==> src/rtl/msgpass_rqst_addr_gen.sv <==
// ---------------------------------------------------------------------------
// msgpass_rqst_addr_gen
// Read-address sequencer for the message-pass buffer. It walks a programmable
// window of buffer entries NUM_CH addresses per beat, wrapping at the end of
// the buffer. It freezes while the memShare controller flags a DRC conflict,
// can loop over the window until aborted, and idles for a few cycles before
// signalling completion so that reads already issued can land.
// ---------------------------------------------------------------------------
module msgpass_rqst_addr_gen #(
    parameter int NUM_CH       = 2,
    parameter int BUFF_DEPTH   = 32,
    parameter int ADDR_W       = $clog2(BUFF_DEPTH),
    parameter int DRC_NUM      = 2,
    parameter int DRAIN_CYCLES = 5,
    parameter int STALL_CNT_W  = 16
) (
    input  logic                       sys_clk,
    input  logic                       rst,
    input  logic                       start_i,
    input  logic                       abort_i,
    input  logic [ADDR_W-1:0]          start_addr_i,
    input  logic [ADDR_W:0]            len_i,
    input  logic                       circ_mode_i,
    input  logic [DRC_NUM-1:0]         is_drc_i,
    output logic [NUM_CH*ADDR_W-1:0]   raddr_o,
    output logic [NUM_CH-1:0]          rvalid_o,
    output logic                       busy_o,
    output logic                       done_o,
    output logic [STALL_CNT_W-1:0]     stall_cnt_o
);

    // Lengths need one more bit than addresses so a full-buffer window fits.
    localparam int LEN_W   = ADDR_W + 1;
    localparam int DRAIN_W = (DRAIN_CYCLES > 1) ? $clog2(DRAIN_CYCLES) : 1;

    localparam logic [LEN_W-1:0]   DEPTH_LEN  = LEN_W'(BUFF_DEPTH);
    localparam logic [ADDR_W-1:0]  STEP_ADDR  = ADDR_W'(NUM_CH % BUFF_DEPTH);
    localparam logic [DRAIN_W-1:0] DRAIN_LAST = DRAIN_W'((DRAIN_CYCLES > 0) ? DRAIN_CYCLES - 1 : 0);

    typedef enum logic [1:0] {
        IDLE  = 2'd0,
        RUN   = 2'd1,
        DRAIN = 2'd2,
        DONE  = 2'd3
    } state_t;

    // Modular add for two in-range operands. The sum is below 2*BUFF_DEPTH,
    // so a single compare-and-subtract gives the correct result for any
    // depth, including non-power-of-two ones.
    function automatic logic [ADDR_W-1:0] modAdd(input logic [ADDR_W-1:0] a,
                                                 input logic [ADDR_W-1:0] b);
        logic [LEN_W-1:0] sum;
        sum = {1'b0, a} + {1'b0, b};
        if (sum >= DEPTH_LEN) begin
            sum = sum - DEPTH_LEN;
        end
        return sum[ADDR_W-1:0];
    endfunction

    // Per-channel addresses of a beat whose first entry is 'cur'.
    function automatic logic [NUM_CH*ADDR_W-1:0] beatAddr(input logic [ADDR_W-1:0] cur);
        logic [NUM_CH*ADDR_W-1:0] res;
        res = '0;
        for (int k = 0; k < NUM_CH; k++) begin
            res[k*ADDR_W +: ADDR_W] = modAdd(cur, ADDR_W'(k % BUFF_DEPTH));
        end
        return res;
    endfunction

    // Channel k carries a real address only while k entries remain ahead of it.
    function automatic logic [NUM_CH-1:0] beatValid(input logic [LEN_W-1:0] rem);
        logic [NUM_CH-1:0] res;
        res = '0;
        for (int k = 0; k < NUM_CH; k++) begin
            res[k] = (k < int'(rem));
        end
        return res;
    endfunction

    state_t                    r_state;
    logic [ADDR_W-1:0]         r_cur;
    logic [LEN_W-1:0]          r_rem;
    logic [ADDR_W-1:0]         r_start;
    logic [LEN_W-1:0]          r_len;
    logic                      r_circ;
    logic [DRAIN_W-1:0]        r_drainCnt;
    logic [STALL_CNT_W-1:0]    r_stallCnt;
    logic [NUM_CH*ADDR_W-1:0]  r_raddr;
    logic [NUM_CH-1:0]         r_rvalid;
    logic                      r_busy;
    logic                      r_done;

    logic                      w_drc;
    logic [LEN_W-1:0]          w_lenClamped;
    logic [ADDR_W-1:0]         w_startWrapped;
    logic [ADDR_W-1:0]         w_nextCur;
    logic [LEN_W-1:0]          w_nextRem;

    assign w_drc     = |is_drc_i;
    assign w_nextCur = modAdd(r_cur, STEP_ADDR);

    // Request decode and next-beat arithmetic shared by the state machine.
    always_comb begin
        w_lenClamped   = (len_i > DEPTH_LEN) ? DEPTH_LEN : len_i;
        w_startWrapped = start_addr_i;
        if ({1'b0, start_addr_i} >= DEPTH_LEN) begin
            w_startWrapped = ADDR_W'({1'b0, start_addr_i} - DEPTH_LEN);
        end
        w_nextRem = '0;
        if (int'(r_rem) > NUM_CH) begin
            w_nextRem = r_rem - LEN_W'(NUM_CH);
        end
    end

    // Sequencer: launches windows, advances or freezes beats, drains, signals done.
    always_ff @(posedge sys_clk or posedge rst) begin
        if (rst) begin
            r_state    <= IDLE;
            r_cur      <= '0;
            r_rem      <= '0;
            r_start    <= '0;
            r_len      <= '0;
            r_circ     <= 1'b0;
            r_drainCnt <= '0;
            r_stallCnt <= '0;
            r_raddr    <= '0;
            r_rvalid   <= '0;
            r_busy     <= 1'b0;
            r_done     <= 1'b0;
        end else begin
            unique case (r_state)
                IDLE: begin
                    if (start_i) begin
                        r_start    <= w_startWrapped;
                        r_len      <= w_lenClamped;
                        r_circ     <= circ_mode_i;
                        r_stallCnt <= '0;
                        if (w_lenClamped == '0) begin
                            r_state <= DONE;
                            r_done  <= 1'b1;
                        end else begin
                            r_state  <= RUN;
                            r_busy   <= 1'b1;
                            r_cur    <= w_startWrapped;
                            r_rem    <= w_lenClamped;
                            r_raddr  <= beatAddr(w_startWrapped);
                            r_rvalid <= beatValid(w_lenClamped);
                        end
                    end
                end

                RUN: begin
                    if (abort_i || (!w_drc && w_nextRem == '0 && !r_circ)) begin
                        r_rvalid   <= '0;
                        r_drainCnt <= '0;
                        if (DRAIN_CYCLES == 0) begin
                            r_state <= DONE;
                            r_busy  <= 1'b0;
                            r_done  <= 1'b1;
                        end else begin
                            r_state <= DRAIN;
                        end
                    end else if (w_drc) begin
                        if (r_stallCnt != '1) begin
                            r_stallCnt <= r_stallCnt + 1'b1;
                        end
                    end else if (w_nextRem == '0) begin
                        r_cur    <= r_start;
                        r_rem    <= r_len;
                        r_raddr  <= beatAddr(r_start);
                        r_rvalid <= beatValid(r_len);
                    end else begin
                        r_cur    <= w_nextCur;
                        r_rem    <= w_nextRem;
                        r_raddr  <= beatAddr(w_nextCur);
                        r_rvalid <= beatValid(w_nextRem);
                    end
                end

                DRAIN: begin
                    if (r_drainCnt == DRAIN_LAST) begin
                        r_state <= DONE;
                        r_busy  <= 1'b0;
                        r_done  <= 1'b1;
                    end else begin
                        r_drainCnt <= r_drainCnt + 1'b1;
                    end
                end

                DONE: begin
                    r_state <= IDLE;
                    r_done  <= 1'b0;
                end

                default: begin
                    r_state <= IDLE;
                end
            endcase
        end
    end

    assign raddr_o     = r_raddr;
    assign rvalid_o    = r_rvalid;
    assign busy_o      = r_busy;
    assign done_o      = r_done;
    assign stall_cnt_o = r_stallCnt;

endmodule

==> config.mk <==
export PLATFORM = sky130hd
export DESIGN_NAME = msgpass_rqst_addr_gen
export DESIGN_NICKNAME = d
export VERILOG_FILES = /design/src/rtl/msgpass_rqst_addr_gen.sv
export SDC_FILE = /design/constraint.sdc
export NUM_CORES = 1
export LEC_CHECK = 0
export CAP_MARGIN = 20
export CORE_MARGIN = 2
export CORE_UTILIZATION = 50
export DETAILED_ROUTE_END_ITERATION = 8
export PLACE_DENSITY_LB_ADDON = 0.3
export SYNTH_ARGS = -nofsm -noshare
export SYNTH_HDL_FRONTEND = slang
export SYNTH_SLANG_ARGS = --single-unit
==> constraint.sdc <==
create_clock -name sys_clk -period 5.4 [get_ports sys_clk]
set_clock_uncertainty 0.15 [all_clocks]
set_input_delay 0.81 -clock sys_clk [delete_from_list [all_inputs] [get_ports sys_clk]]
set_output_delay 0.81 -clock sys_clk [all_outputs]
set_load 0.05 [all_outputs]
== Word level (Yosys, flattened, before mapping) ==
Cells that the tools add are included.

* $add $sub $neg: 14
* $lt $le $gt $ge: 15
* Equal/unequal tests: 16
* Multiplexer cells: 54
* Reductions and logical operators: 21

{| class="wikitable"
|+ Operators by type and width
! cell !! number
|-
| $mux 16 || 4
|-
| $mux 5 || 12
|-
| $mux 10 || 5
|-
| $mux 6 || 7
|-
| $lt 1x6->1 const A || 6
|-
| $sub 5x1->5 const B || 7
|-
| $pmux 16 s2 || 1
|-
| $ge 6x6->1 const B || 4
|-
| $ne 2x2->1 const B || 10
|-
| $pmux 10 s2 || 1
|-
| $add 5x1->6 const B || 3
|-
| $ge 5x6->1 const B || 3
|-
| $mux 2 || 9
|-
| $add 16x1->16 const B || 1
|-
| $ne 16x16->1 const B || 1
|-
| $logic_not 6->1 || 2
|-
| $pmux 6 s2 || 1
|-
| $reduce_and 4->1 || 3
|-
| $pmux 5 s2 || 1
|-
| $reduce_and 5->1 || 2
|-
| $pmux 2 s4 || 1
|-
| $add 5x2->6 const B || 1
|-
| $gt 6x2->1 const B || 1
|-
| $gt 6x6->1 const B || 1
|-
| 21 further kinds || 33
|}

* Register bits: 58
* Input bits: 18
* Output and inout bits: 30
* Logic and storage cells: 132

== Longest topological paths before layout ==
* Depth after elaboration: 10
* Mapped depth: 11
* Gate-level depth less buffers: 10

== Worst setup path before layout ==
No wires, ideal clock.

* Path type: register -> register
* From: register r_rem[1]
* To: register r_raddr[9], in the netlist raddr_o[9]
* Setup time: 0.087 ns
* Arrival time: 2.881 ns
* Required time: 5.163 ns
* Setup slack: 2.283 ns
* Cell stages (with the launch flop): 12
* Path buffers: 1
* Clock period less this slack: 3.117 ns
* Cell sequence: dfrtp_1 -> clkbuf_1 -> inv_1 -> ha_1 -> or3b_4 -> a221oi_1 -> nand4_1 -> a31oi_1 -> ha_1 -> inv_1 -> o311a_1 -> a211oi_2

* Longest elaborated chain between the ends: 8
* Elaborated cells on any way between the ends: 13
* Those cells by class: 1 x add/sub; 1 x order compare; 1 x eq/ne; 5 x mux; 5 x reduce/logical

{| class="wikitable"
|+ Ends and longest elaborated chain
! item !! line !! text
|-
| from (decl) || 82 || <nowiki>logic [LEN_W-1:0] r_rem;</nowiki>
|-
| from (signal assigned) || 145 || <nowiki>r_rem <= w_lenClamped;</nowiki>
|-
| from (signal assigned) || 169 || <nowiki>r_rem <= r_len;</nowiki>
|-
| from (signal assigned) || 174 || <nowiki>r_rem <= w_nextRem;</nowiki>
|-
| $sub 6x2->6 / $gt 6x2->1 (equally long branches) || 111, 110 ||
|-
| $mux 6 (*) || 110 || <nowiki>if (int'(r_rem) > NUM_CH) begin</nowiki>
|-
| $logic_not 6->1 (*) || 153, 167 ||
|-
| $logic_and 1x1->1 (2 in a row) || 153 || <nowiki>if (abort_i || (!w_drc && w_nextRem == '0 && !r_circ)) begin</nowiki>
|-
| $logic_or 1x1->1 || 153 ||
|-
| $ne 2x2->1 (no source line) || - ||
|-
| $reduce_and 5->1 (no source line) || - ||
|-
| to (signal assigned) || 146 || <nowiki>r_raddr <= beatAddr(w_startWrapped);</nowiki>
|-
| to (signal assigned) || 170 || <nowiki>r_raddr <= beatAddr(r_start);</nowiki>
|-
| to (signal assigned) || 175 || <nowiki>r_raddr <= beatAddr(w_nextCur);</nowiki>
|-
| to (decl) || 88 || <nowiki>logic [NUM_CH*ADDR_W-1:0] r_raddr;</nowiki>
|}

Mark *: on every way between the ends. The rest lies on a longest branch, timed or not. The select of a mux whose other input is x is not followed.
A chain may end at the register's enable or synchronous reset.

== Worst setup path after layout ==
Ends and elaborated chain as after synthesis.

==> results.json <==
{
  "drt-met1-wl_um": 3830,
  "fin_util": 0.612,
  "mostFrequentLayoutCells": "nand2_1 (61), dfrtp_1 (54), clkdlybuf4s50_1 (47)",
  "irDropWorstVdd_mv": 0.454,
  "ys_ff_latch": 54,
  "antenna_found_initial": 0,
  "design_area_um2": 3910,
  "critPathLaunchType": "register",
  "grt_pass1_wl_um": 13500,
  "worstReg2RegEnd": "raddr_o[9]",
  "drc": 0,
  "grtUsageTotal": 0.227,
  "die-height_um": 85.3,
  "ant_nets": 0,
  "grt_max_degree": 55,
  "viasPerCell": 6.19,
  "rows": 29,
  "place_congestion": 0.876,
  "drt-initial-drc-count": 210,
  "synth_nets": 395,
  "max_freq_ghz": 0.291,
  "reg2reg_depth": 10,
  "drt-total-wl_um": 8140,
  "vias": 2967,
  "wl_per_cell_um": 17.0,
  "post_dp_cell_area_um2": 3800,
  "final_nets": 430,
  "cts.sinks": 54,
  "status": "completed",
  "power_density_nw_per_um2": 672,
  "synth_area_um2": 3300,
  "hold_class": "register to register",
  "synth_edf_count": 0,
  "report.final.hold_viol_count": 0,
  "worst_pin_slew_ns": 0.903,
  "rsz0062_at_grt": "false",
  "wl_met3_um": 407,
  "diodes": 0,
  "dp_hpwl_um": 5650,
  "async_flop_share": 1.00,
  "r2r-start": "r_rem[1]",
  "wl_met2_um": 3840,
  "maxSlewViolCount": 0,
  "post_cts.repair.setup_buffers": 0,
  "grt_remaining_overflow": 0,
  "area_growth_pct": 18.3,
  "ios": 48,
  "ys_seq_area_frac": 0.409,
  "crit_start": "r_rem[1]",
  "top_layer": "met4",
  "cp.required_ns": 5.48,
  "ctsHtreeMaxLevel": 2,
  "layout_commonest_cell": "nand2_1",
  "grt_pass1_vias": 2724,
  "cts.repair.resized": 0,
  "die_area_um2": 7280,
  "synth_warnings": 0,
  "synth.distinct_cells": 63,
  "worst-path-max-fanout": 9,
  "post-route-period-util": 0.637,
  "cts_root_buf": "clkbuf_8",
  "clk-insertion-delay-late_ns": 0.31,
  "period_minus_slack_ns": 3.44,
  "portBuffers": 47,
  "fp.dieW_um": 85.3,
  "synthFlopType": "dfrtp_1",
  "finalSetupViolations": 0,
  "drive_gt1_frac": 0.0920,
  "reg2reg_slack_ns": 1.96,
  "cts_hold_buf": 0,
  "worstSetupPathType": "register to register",
  "coreArea_um2": 6390,
  "clockBufferDepth": 2,
  "drtPass1Iterations": 4,
  "clk_pin_slew_ns": 0.10,
  "worstHoldStart": "r_start[3]",
  "worstSetupEndpointType": "register",
  "cp.arrival_ns": 3.52,
  "cts_buffers": 5,
  "p_leak_nw": 1.58,
  "maxCapViolCount": 0,
  "slew_headroom": 0.398,
  "worstHoldEndpoint": "r_start[3]",
  "start_util": 0.517,
  "synth_area_per_cell_um2": 9.00,
  "cts_tree": "built",
  "hold_depth": 2,
  "finalSetupTns_ns": 0,
  "netlist_instances": 367
}
[layout make-up]
cell class                      instances  area (µm²)
Timing Repair Buffer                   51         500
Inverter                               11        41.3
Clock inverter                          1        30.0
Fill cell                             551        2480
Tap cell                               77        96.3
Multi-Input combinational cell        279        1810
Clock buffer                            6        82.6
Sequential cell                        54        1350
[synthesized netlist by cell type (3+ instances only)]
cell,number,area (µm²)
nand2_1,61,229
dfrtp_1,54,1350
nor2_1,24,90.1
a21oi_1,19,95.1
o21ai_0,17,85.1
clkbuf_1,12,45.0
o221ai_1,12,105
inv_1,11,41.3
nand3b_1,11,82.6
ha_1,10,125
mux2_2,10,113
a31oi_1,9,56.3
nand3_1,9,45.0
nor3_1,8,40.0
and3_1,7,43.8
nand2b_1,7,43.8
and2_1,5,31.3
or4_1,5,37.5
buf_2,4,20.0
buf_4,4,30.0
o22ai_1,4,25.0
or3_1,4,25.0
a22o_1,3,26.3
a41o_1,3,30.0
and4_1,3,26.3
buf_1,3,11.3
o31ai_1,3,22.5
[metrics by stage]
step,instances,total power [mW],hold WS (ns),worst slack [ns]
4_1_cts,479,2.62,0.352,2.00
3_5_place_dp,472,2.33,0.330,1.82
5_1_grt,479,2.81,0.400,1.69
2_1_floorplan,367,1.91,0.300,2.28
6_report,479,2.63,0.355,1.96
3_3_place_gp,472,2.29,0.321,1.96
[report_power, final]
| group | total (mW) | switching, mW | internal (mW) |
|---|---|---|---|
| Clock | 0.281 | 0.132 | 0.149 |
| Sequential | 0.796 | 0.206 | 0.590 |
| Combinational | 1.55 | 0.990 | 0.561 |
[flip-flops by register name (all words and copies together), names as in the netlist]
signal,cells
stall_cnt_o,16
raddr_o,10
r_len,6
r_rem,6
r_start,5
r_drainCnt,3
r_state,2
rvalid_o,2
busy_o,1
done_o,1
r_circ,1
r_cur,1
[layer usage]
metal | vias up | global-route usage
met5 | - | 0
met4 | 0 | 0.0462
met3 | 7 | 0.0370
met2 | 91 | 0.347
met1 | 1445 | 0.342
li1 | 1424 | -
[worst max-delay path by stage]
stage | endpoint | slack (ns) | cells after the start
detailed placement | raddr_o[9] | 1.82 | 7
global route | raddr_o[9] | 1.69 | 10
finish | raddr_o[9] | 1.96 | 10
global placement | raddr_o[9] | 1.96 | 7
floorplan | raddr_o[9] | 2.28 | 11
CTS | raddr_o[9] | 2.00 | 10
[worst max-delay path, cell delays in order, from the launching register on]
cell,delay [ns]
dfrtp_1,0.47
inv_1,0.10
ha_1,0.21
or3b_4,0.41
a221oi_1,0.63
a41oi_1,0.20
a21oi_1,0.34
ha_1,0.25
inv_1,0.06
o311a_1,0.35
a211oi_2,0.19
[logic make-up (layout without fill, tap and decap cells)]
group / count (synthesis) / after routing / share of synthesized area
buffers and inverters: 34 / 69 / 0.0447
adders and majority gates: 10 / 10 / 0.0379
and+or+nand+nor: 156 / 156 / 0.239
xor gates and xnor gates: 4 / 4 / 0.0106
AOI/OAI and AO/OA: 97 / 97 / 0.218
DFF: 54 / 54 / 0.409
muxes: 12 / 12 / 0.0405
Note: power is estimated with default switching activity, not from simulation.
